`src/rtl/dpe_scan_pkg.sv`:
```
// Shared types and helpers for the scan-chain SRAM loader.
package dpe_scan_pkg;

  typedef enum logic [2:0] {
    IDLE,
    SHIFT,
    CHECK,
    REQ,
    RD_WAIT,
    DONE
  } loader_state_t;

  localparam int DEF_WORD_W = 32;
  localparam int DEF_ADDR_W = 8;

  function automatic int frame_bits(input int word_w, input int addr_w);
    return word_w + addr_w + 1;
  endfunction

  localparam int DEF_FRAME_BITS = frame_bits(DEF_WORD_W, DEF_ADDR_W);

  // Frame layout as shifted in, LSB first: data, then addr, then cmd on top.
  typedef struct packed {
    logic                  cmd;
    logic [DEF_ADDR_W-1:0] addr;
    logic [DEF_WORD_W-1:0] data;
  } scan_frame_t;

endpackage

```
`src/rtl/sync_edge_det.sv`:
```
// Multi-flop synchroniser for an asynchronous pin with one-cycle rise and fall pulses.
module sync_edge_det #(
  parameter int SYNC_FF = 2
) (
  input  logic CLK,
  input  logic RESET,
  input  logic async_in,
  output logic rise,
  output logic fall
);

  logic [SYNC_FF-1:0] chain;
  logic               prev;

  always_ff @(posedge CLK) begin
    if (RESET) begin
      chain <= '0;
      prev  <= 1'b0;
    end else begin
      chain <= SYNC_FF'({chain, async_in});
      prev  <= chain[SYNC_FF-1];
    end
  end

  assign rise = chain[SYNC_FF-1] & ~prev;
  assign fall = ~chain[SYNC_FF-1] & prev;

endmodule

```
`src/rtl/scan_sram_loader.sv`:
```
// Turns scan-chain frames into SRAM write/read requests, with read-back on scanOut
// and an all-ones sentinel frame that ends initialisation.
module scan_sram_loader
  import dpe_scan_pkg::*;
#(
  parameter int WORD_W  = 32,
  parameter int ADDR_W  = 8,
  parameter int LANES   = 1,
  parameter int SYNC_FF = 2
) (
  input  logic              CLK,
  input  logic              RESET,
  input  logic              SC_CLK,
  input  logic              SC_EN,
  input  logic [LANES-1:0]  scanIn,
  output logic [LANES-1:0]  scanOut,
  output logic              mem_req,
  output logic              mem_we,
  output logic [ADDR_W-1:0] mem_addr,
  output logic [WORD_W-1:0] mem_wdata,
  input  logic              mem_gnt,
  input  logic              mem_rvalid,
  input  logic [WORD_W-1:0] mem_rdata,
  output logic              init_done,
  output logic              frame_err
);

  localparam int FB    = frame_bits(WORD_W, ADDR_W);
  localparam int NS    = FB / LANES;
  localparam int CNT_W = $clog2(NS + 2);
  localparam int OUT_W = ((WORD_W + LANES - 1) / LANES) * LANES;
  localparam logic [CNT_W-1:0] CNT_NS  = CNT_W'(NS);
  localparam logic [CNT_W-1:0] CNT_MAX = CNT_W'(NS + 1);

  typedef struct packed {
    logic              cmd;
    logic [ADDR_W-1:0] addr;
    logic [WORD_W-1:0] data;
  } frame_t;

  generate
    if ((FB % LANES) != 0) begin : g_lane_check
      $error("scan_sram_loader: frame bits must be a multiple of LANES");
    end
  endgenerate

  loader_state_t    state;
  logic [CNT_W-1:0] cnt;
  logic [FB-1:0]    in_sr;
  logic [FB-1:0]    in_next;
  logic [OUT_W-1:0] out_sr;
  logic             en_hi;
  logic             en_lvl;
  logic             sc_strobe;
  logic             sc_clk_fall;
  logic             sc_en_rise;
  logic             sc_en_fall;
  frame_t           frame;

  sync_edge_det #(.SYNC_FF(SYNC_FF)) u_sync_clk (
    .CLK      (CLK),
    .RESET    (RESET),
    .async_in (SC_CLK),
    .rise     (sc_strobe),
    .fall     (sc_clk_fall)
  );

  sync_edge_det #(.SYNC_FF(SYNC_FF)) u_sync_en (
    .CLK      (CLK),
    .RESET    (RESET),
    .async_in (SC_EN),
    .rise     (sc_en_rise),
    .fall     (sc_en_fall)
  );

  // New lanes enter at the top so the first strobe ends up in the LSBs.
  generate
    if (FB > LANES) begin : g_shift
      assign in_next = {scanIn, in_sr[FB-1:LANES]};
    end else begin : g_load
      assign in_next = scanIn;
    end
  endgenerate

  // The scan clock only ever matters on its rising edge; its falling edge is a no-op.
  assign en_lvl  = sc_en_rise | (en_hi & ~sc_en_fall & ~(sc_clk_fall & 1'b0));
  assign frame   = in_sr;
  assign scanOut = out_sr[LANES-1:0];

  // Main loader FSM; every output is registered here.
  always_ff @(posedge CLK) begin
    if (RESET) begin
      state     <= IDLE;
      cnt       <= '0;
      in_sr     <= '0;
      out_sr    <= '0;
      en_hi     <= 1'b0;
      mem_req   <= 1'b0;
      mem_we    <= 1'b0;
      mem_addr  <= '0;
      mem_wdata <= '0;
      init_done <= 1'b0;
      frame_err <= 1'b0;
    end else begin
      en_hi <= en_lvl;

      if (sc_strobe && en_lvl && (state == IDLE || state == SHIFT)) begin
        out_sr <= out_sr >> LANES;
      end

      case (state)
        IDLE: begin
          if (en_lvl) begin
            state <= SHIFT;
            if (sc_strobe) begin
              in_sr <= in_next;
              cnt   <= CNT_W'(1);
            end else begin
              cnt <= '0;
            end
          end
        end

        SHIFT: begin
          if (sc_strobe) begin
            in_sr <= in_next;
            if (cnt != CNT_MAX) cnt <= cnt + CNT_W'(1);
          end
          if (sc_en_fall) state <= CHECK;
        end

        CHECK: begin
          if (sc_en_rise) frame_err <= 1'b1;
          if (cnt != CNT_NS) begin
            frame_err <= 1'b1;
            state     <= IDLE;
          end else if (&in_sr) begin
            init_done <= 1'b1;
            state     <= DONE;
          end else begin
            mem_req   <= 1'b1;
            mem_we    <= frame.cmd;
            mem_addr  <= frame.addr;
            mem_wdata <= frame.data;
            state     <= REQ;
          end
        end

        REQ: begin
          if (sc_en_rise) frame_err <= 1'b1;
          if (mem_gnt) begin
            mem_req <= 1'b0;
            state   <= mem_we ? IDLE : RD_WAIT;
          end
        end

        RD_WAIT: begin
          if (sc_en_rise) frame_err <= 1'b1;
          if (mem_rvalid) begin
            out_sr <= OUT_W'(mem_rdata);
            state  <= IDLE;
          end
        end

        DONE: begin
          state <= DONE;
        end

        default: state <= IDLE;
      endcase
    end
  end

endmodule

```
`config.mk`:
```
export PLATFORM = sky130hd
export DESIGN_NAME = scan_sram_loader
export DESIGN_NICKNAME = d
export VERILOG_FILES = /design/src/rtl/dpe_scan_pkg.sv /design/src/rtl/sync_edge_det.sv /design/src/rtl/scan_sram_loader.sv
export SDC_FILE = /design/constraint.sdc
export NUM_CORES = 1
export LEC_CHECK = 0
export CORE_MARGIN = 8
export CORE_UTILIZATION = 60
export DETAILED_ROUTE_END_ITERATION = 12
export PLACE_DENSITY = 0.94
export SLEW_MARGIN = 10
export SYNTH_ARGS = -nofsm -noshare
export SYNTH_HDL_FRONTEND = slang
export SYNTH_HIERARCHICAL = 1
export SYNTH_SLANG_ARGS = --single-unit
```
`constraint.sdc`:
```
create_clock -name CLK -period 5.9 [get_ports CLK]
set_input_delay 0.59 -clock CLK [delete_from_list [all_inputs] [get_ports CLK]]
set_output_delay 0.59 -clock CLK [all_outputs]
set_load 0.05 [all_outputs]
```
# == Yosys cells after proc, flatten, opt, wreduce, memory -nomap -nowiden ==
# Cells that the tools add are included.
# totals
regBits,133
word_cells,83
out_inout_bits,45
inputBits,39
# op_classes
add_sub_neg,1
n_eq_ne,15
muxes,26
bitwise_logic,11
reduce_logical,15
# ops
op,n
two-way mux 32 bit,3
two-way mux 41 bit,2
case mux 41 bit (2 select lines),1
AND reduction 43 bit,1
AND reduction 41 bit,1
two-way mux 3 bit,7
two-way mux 6 bit,3
case mux 3 bit (6 select lines),1
!= test 2 bit (second input constant),7
!= test 6 bit (second input constant),2
case mux 6 bit (2 select lines),1
AND reduction 4 bit,3
adder 6 x 1 -> 6 bit (second input constant),1
== test 3 x 2 -> 1 bit (second input constant),2
== test 3 bit (second input constant),2
two-way mux 1 bit,6
inverter 1 bit,6
nonzero test 2 bit,3
bitwise AND 1 bit,4
case mux 1 bit (2 select lines),2
== test 3 x 1 -> 1 bit (second input constant),1
logical NOT 3 bit,1
AND reduction 3 bit,1
logical AND 1 bit,2
other kinds (5),5

# == Depth between registers and ports, before layout ==
# Gate-level depths: netlist of the first run.
# depth
word_depth,10
ltp_mapped,8
ltp_nobuf,5

# == Cells and area by module ==
# Netlist of the first run, hierarchy kept.
# by_module_without_submodules
mod,cells_each,area_each_um2,seq_area_each_um2,instances
scan_sram_loader,783,6429.9,2542.4,1
sync_edge_det,8,91.3,60.1,2

# == Least setup slack after synthesis of the first run ==
# No wires, ideal clock.
# synth_timing
kind,input to register
startpoint,input RESET
endpoint,register out_sr[0]
cell_stages,5
required_time_ps,5763
setup_time_ps,137
n_path_buf,4
path_slack_ps,4034
t_arrival_ps,1728
path_cell_list,clkbuf_1 clkbuf_1 clkbuf_1 clkbuf_1 a211oi_1
# synth_rtl
element,line,source
start: declaration,scan_sram_loader.sv:12,"input logic RESET,"
end signal: assignment,scan_sram_loader.sv:108,out_sr <= out_sr >> LANES;
end signal: assignment,scan_sram_loader.sv:160,out_sr <= OUT_W'(mem_rdata);
end: declaration,scan_sram_loader.sv:51,logic [OUT_W-1:0] out_sr;
# No word-level cell between the ends.

# == Worst setup path in the final report of the first run ==
# layout_timing
startpoint,register state[1]
endpoint,register state[1]
# layout_via
elab_chain_cells,3
word_cells_on_any_way,12
cone_classes,eq/ne: 9; mux: 1; reduce/logical: 2
# layout_lines
element,line,source
start: declaration,scan_sram_loader.sv:47,loader_state_t state;
start signal: assignment,scan_sram_loader.sv:153,state <= mem_we ? IDLE : RD_WAIT;
"== test 3 x 1 -> 1 bit, or another cell as far along",scan_sram_loader.sv:111,case (state)
!= test 2 bit (no source line),n/a,
AND reduction 4 bit (no source line),n/a,
# Parallel ways exist; a longest one is shown, timed or not.
# A chain may end at the register's enable or synchronous reset.

==> impl_metrics.csv, run 1 <==
group,metric,value,unit
sta,fin_tns_setup,0,ns
logic_synthesis,synth_area,6606,µm²
worst_setup_path,critPathCaptureType,"flip-flop",
cells_and_area,final_core_util,0.7412,
routing,wl_per_cell,18.93,µm
grt,grt_start_max_net_pins,133,
cts,ctsHoldBuffers,0,
cts,cts.clk_slew.worst_paths,0.06,ns
grt,grt_pass1_vias,6223,
worst_setup_path,rr_endpoint,"state[1]$_SDFFE_PP0P_",
cells_and_area,syn_to_final_growth,21.10,%
worst_setup_path,crit_path_start,"state[1]$_SDFFE_PP0P_",
worst_setup_path,required,6.36,ns
power_and_ir_drop,p_leak,0.002719,µW
sta,maxSlewViolCount,0,
die,die_area,14620,µm²
worst_setup_path,r2r_setup_slack,3.17,ns
cts,htree_num_levels,4,
sta,maxClockFrequency,366.6,MHz
grt,overflow,0,
sta,post-route-period-util,0.4624,
cts,worstSkewPairLatency,0.53,ns
worst_setup_path,crit_arrival,3.19,ns
routing,drc,0,
logic_synthesis,netlist_instances,798,
cts,cts_inserted_buffers,17,
routing,wl,18500,µm
cells_and_area,drive_gt1_frac,0.06332,
sta,rsz0062_at_grt,"false",
grt,grt_pass1_wl,30340,µm
placed_design,gp_congestion,0.8654,
worst_setup_path,crit_fanout,81,
routing,vias,6654,
cts,clock_path_buffers,2,
job,max_cap_violations,0,
placed_design,io_buffers,83,
sta,slew_headroom,0.2260,
die,die_x,120.9,µm
power_and_ir_drop,ir_drop,295.4,µV
worst_setup_path,crit_path_end,"state[1]$_SDFFE_PP0P_",
cells_and_area,design_area,8000,µm²
die,start_util,0.6121,
placed_design,hpwl,10310,µm
sta,setup_ws,3.172,ns
logic_synthesis,ys_warn_count,6,
placed_design,place_ws,2.931,ns
worst_setup_path,reg2reg_from,"state[1]$_SDFFE_PP0P_",
sta,period_minus_slack,2.728,ns
routing,dr.first_iter.drc_count,1155,
sta,finalSetupViolCount,0,
worst_setup_path,r2r_cells,5,
sta,clock_skew,0.004960,ns
die,die_height,120.9,µm
die,num_rows,38,
die,ioPinCount,84,
cells_and_area,n_antenna_cell,0,
cts,cts-root-buf,"clkbuf_8",
grt,track_usage,0.2505,
cts,cts-resized-gates,0,
logic_synthesis,syn_area_per_cell,8.279,µm²
routing,vias_per_cell,6.811,
worst_setup_path,crit_type,"reg -> reg",
worst_setup_path,critPathLaunchType,"flip-flop",
routing,antenna_left,0,
sta,hold_violations,0,
routing,drt_first_pass_iters,6,
power_and_ir_drop,powerDensity,262.0,nW/µm²
min_path,min_path_type,"reg -> reg",
sta,worst_pin_slew,1.161,ns
cts,tritoncts,"yes",
logic_synthesis,syn_nets,840,
outcome,status,"finished clean",
grt,antenna_found_initial,0,
placed_design,placed_area,7373,µm²
cells_and_area,nets,866,
die,coreArea,10790,µm²
cts,postCtsSetupRepairBufs,0,
cts,cts.sinks,133,
-- per-layer routing --
| metal | vias to the layer above | wire length [µm] | global-route usage |
|---|---|---|---|
| met5 | - | 0 | 0 |
| li1 | 3011 | - | - |
| met4 | 0 | 625 | 0.1085 |
| met3 | 90 | 1741 | 0.07492 |
| met2 | 460 | 8863 | 0.4055 |
| met1 | 3093 | 7264 | 0.3023 |
-- report_power, final --
part	leakage, µW	internal (µW)	switching (µW)
Sequential	0.00107	901	4.50
Combinational	0.00135	37.0	41.6
Clock	0.000295	711	401
-- layout make-up --
type,instances,area (µm²)
clock buffer,21,449.2
clock inverter,11,173.9
fill,698,2793
inverter,11,41.29
multi-input combinational,567,3587
sequential,133,2663
tap,140,175.2
timing repair buffer,94,910.9
-- flip-flops by register name, summed over array words and instances (netlist names) --
signal	flops
frame_err	1
mem_wdata	32
en_hi	1
frame	41
mem_addr	8
u_sync_clk/chain	2
cnt	6
mem_we	1
u_sync_clk/prev	1
mem_req	1
init_done	1
u_sync_en/chain	2
state	3
u_sync_en/prev	1
out_sr	32
-- stage by stage --
stage | std cells | hold WS [ns] | total power (µW)
global route | 977 | 0.4697 | 2145
detailed placement | 945 | 0.4314 | 1001
global placement | 945 | 0.4301 | 999.2
finish | 977 | 0.4501 | 2096
CTS | 977 | 0.4460 | 2095
floorplan | 798 | 0.4138 | 965.8
-- cells in the final DEF (no fill, tap or decap), types with 3 or more instances in the layout --
cell type	count
clkbuf_8	3
inv_1	10
nor2_1	43
mux2i_1	31
a31oi_1	82
xnor2_1	4
nand2_1	88
ha_1	3
buf_4	12
nand4_1	16
a21oi_1	56
clkinvlp_4	3
clkdlybuf4s50_1	82
a211oi_1	31
nor2b_1	50
dfxtp_1	133
bufinv_16	4
nand2b_1	41
clkbuf_16	16
o21ai_0	4
o211ai_1	41
nand3_1	4
or3_1	3
o311ai_1	41
or4_1	3
-- worst min-delay path by stage --
stage                                                 to  slack [ns]  cells past startpoint                      startpoint
final                     u_sync_clk/chain[1]$_SDFF_PP0_        0.45                      1  u_sync_clk/chain[0]$_SDFF_PP0_
after global routing      u_sync_clk/chain[1]$_SDFF_PP0_        0.47                      1  u_sync_clk/chain[0]$_SDFF_PP0_
after CTS                 u_sync_clk/chain[1]$_SDFF_PP0_        0.45                      1  u_sync_clk/chain[0]$_SDFF_PP0_
after detailed placement  u_sync_clk/chain[1]$_SDFF_PP0_        0.43                      1  u_sync_clk/chain[0]$_SDFF_PP0_
after global placement    u_sync_clk/chain[1]$_SDFF_PP0_        0.43                      1  u_sync_clk/chain[0]$_SDFF_PP0_
after floorplan           u_sync_clk/chain[1]$_SDFF_PP0_        0.41                      1  u_sync_clk/chain[0]$_SDFF_PP0_
-- worst max-delay path: stages, from the launching register on --
cell,delay (ns)
dfxtp_1,0.60
nor3b_2,0.27
buf_4,0.47
and3_4,0.81
o31ai_1,0.28
a21oi_1,0.21
(Power assumes the default switching activity.)
==> run 2: changes to the inputs <==
Settings changed: CORE_UTILIZATION 60 to 56, PLACE_DENSITY 0.94 to 0.9.
Clock period 5.9 ns to 2.78 ns, I/O delays scaled along.
==> run 2 against run 1 <==
Net effect:
- global-route usage down 3.5 points
- clock power up 120%
- worst hold slack worse by 0.23 ns
- critical endpoint is now out_sr[11]$_SDFF_PP0_
- clock skew up 0.0031 ns
- sequential power up 110%
- first-iteration DRC count down 37%
- routed wire length down 7.5%
- count of clock-buffer cells in the layout down 2
- worst setup slack worse by 2.6 ns
==> impl_metrics.csv, run 2 (synthesized netlist as in run 1, its figures left out) <==
group,metric,value,unit
placed_design,placed_area,7475,µm²
min_path,min_path_type,"in -> reg",
grt,antenna_found_initial,0,
cts,worstSkewPairLatency,0.41,ns
cells_and_area,fill_cells,797,
placed_design,io_buffers,83,
cts,postCtsSetupRepairBufs,0,
worst_setup_path,crit_fanout,32,
worst_setup_path,crit_chain,"nor2b_1, nor2b_1, o211ai_1, buf_4, mux2i_1, a211oi_1",
cells_and_area,syn_to_final_growth,23.09,%
cells_and_area,multi_input_area,3583,µm²
grt,grt_pass1_vias,6069,
cells_and_area,nets,874,
cells_and_area,design_area,8132,µm²
grt,track_usage,0.2152,
routing,antenna_left,0,
worst_setup_path,reg2reg_from,"u_sync_en/prev$_SDFF_PP0_",
cts,clock_path_buffers,2,
sta,post-route-period-util,0.7921,
sta,maxClockFrequency,454.1,MHz
worst_setup_path,cpMostUsedCell,"nor2b_1",
cells_and_area,drive_gt1_frac,0.07456,
power_and_ir_drop,ir_drop,454.6,µV
routing,wl_per_cell,17.31,µm
worst_setup_path,required,3.10,ns
sta,worst_pin_slew,0.7969,ns
worst_setup_path,max_stage_delay,0.49,ns
routing,vias,6327,
die,num_rows,39,
worst_setup_path,critPathLaunchType,"flip-flop",
cts,htree_num_levels,4,
cells_and_area,n_antenna_cell,0,
cts,cts.clk_slew.worst_paths,0.06,ns
cts,cts.sinks,133,
cts,ctsHoldBuffers,0,
sta,clock_skew,0.008099,ns
die,die_area,15530,µm²
job,max_cap_violations,0,
routing,wl,17100,µm
worst_setup_path,crit_path_start,"u_sync_en/prev$_SDFF_PP0_",
routing,vias_per_cell,6.404,
die,start_util,0.5761,
worst_setup_path,critPathCaptureType,"flip-flop",
outcome,status,"finished clean",
power_and_ir_drop,p_leak,0.002799,µW
worst_setup_path,crit_type,"reg -> reg",
sta,rsz0062_at_grt,"false",
routing,dr.first_iter.drc_count,724,
power_and_ir_drop,powerDensity,562.6,nW/µm²
cells_and_area,seq_area,2663,µm²
worst_setup_path,crit_buf_inv,1,
sta,hold_violations,0,
sta,fin_tns_setup,0,ns
cts,cts_inserted_buffers,17,
die,ioPinCount,84,
cts,cts-resized-gates,0,
die,die_height,124.6,µm
placed_design,hpwl,10170,µm
cts,cts-root-buf,"clkbuf_16",
sta,slew_headroom,0.4684,
grt,grt_start_max_net_pins,116,
routing,drc,0,
cts,tritoncts,"yes",
sta,maxSlewViolCount,0,
cells_and_area,final_common_cell,"dfxtp_1",
worst_setup_path,cp_top_family,"simple AND/OR/NAND/NOR gates",
min_path,min-delay-start,"RESET",
worst_setup_path,slowest_stage,"buf_4",
sta,period_minus_slack,2.202,ns
grt,grt_pass1_wl,28950,µm
die,die_x,124.6,µm
grt,overflow,0,
cells_and_area,final_cell_mix,"133 x dfxtp_1, 88 x nand2_1, 82 x a31oi_1, 82 x clkdlybuf4s50_1, 56 x a21oi_1",
die,coreArea,11470,µm²
cells_and_area,largest_register_ffs,41,
sta,finalSetupViolCount,0,
placed_design,gp_congestion,0.8150,
routing,drt_first_pass_iters,6,
worst_setup_path,crit_arrival,2.52,ns
[run 2: changes by cell type in the layout (fill, tap and decap cells not counted), moves of 2 or more]
cell / previous run / this run
buf_4: 12 / 17
buf_12: 0 / 3
clkinv_2: 1 / 4
clkbuf_1: 2 / 0
clkinvlp_4: 3 / 1
[run 2: layer usage]
layer	wire [µm]	track usage	vias up
met2	8175	0.3441	287
li1	-	-	3026
met4	451	0.09780	0
met1	7259	0.2646	2973
met3	1215	0.05745	41
met5	0	0	-
[run 2: path summary, 6_finish.rpt]
path                            slack (ns)  cells after the start                             end
worst max register to register        0.58                      6           out_sr[11]$_SDFF_PP0_
worst min register to register        0.44                      1   u_sync_en/chain[1]$_SDFF_PP0_
worst min-delay path                  0.22                      2  u_sync_clk/chain[1]$_SDFF_PP0_
worst max-delay path                  0.58                      6           out_sr[11]$_SDFF_PP0_
[run 2: layout make-up]
class	instances	share of cell area
Clock buffer	19	0.05570
Multi-Input combinational cell	567	0.4407
Inverter	11	0.005078
Sequential cell	133	0.3274
Timing Repair Buffer	102	0.1240
Tap cell	143	0.02200
Clock inverter	13	0.02508
[run 2: where the power goes]
part           leakage (µW)  internal [µW]  switching [µW]
clock network      0.000323           1640             847
logic               0.00140           81.7            88.3
registers           0.00107           1910            8.64
total               0.00280           3630             944
[run 2: per-stage QoR]
stage / total power [µW] / setup WS, ns / instances / hold slack (ns) / utilization
after global placement: 2129 / 0.6105 / 956 / 0.4197 / 0.6518
after global routing: 4680 / 0.4526 / 988 / 0.2064 / 0.7091
after CTS: 4573 / 0.6213 / 988 / 0.2019 / 0.7091
final: 4575 / 0.5780 / 988 / 0.2216 / 0.7091
after detailed placement: 2129 / 0.5434 / 956 / 0.4218 / 0.6518
after floorplan: 2050 / 0.9209 / 798 / 0.3496 / -
[run 2: worst reg2reg max path: cells and delay by family, from the launching register on]
kind / cells / cell delay, ns
flops: 1 / 0.33
mux: 1 / 0.19
compound gates: 2 / 0.54
simple gates: 2 / 0.56
buf+inv: 1 / 0.49
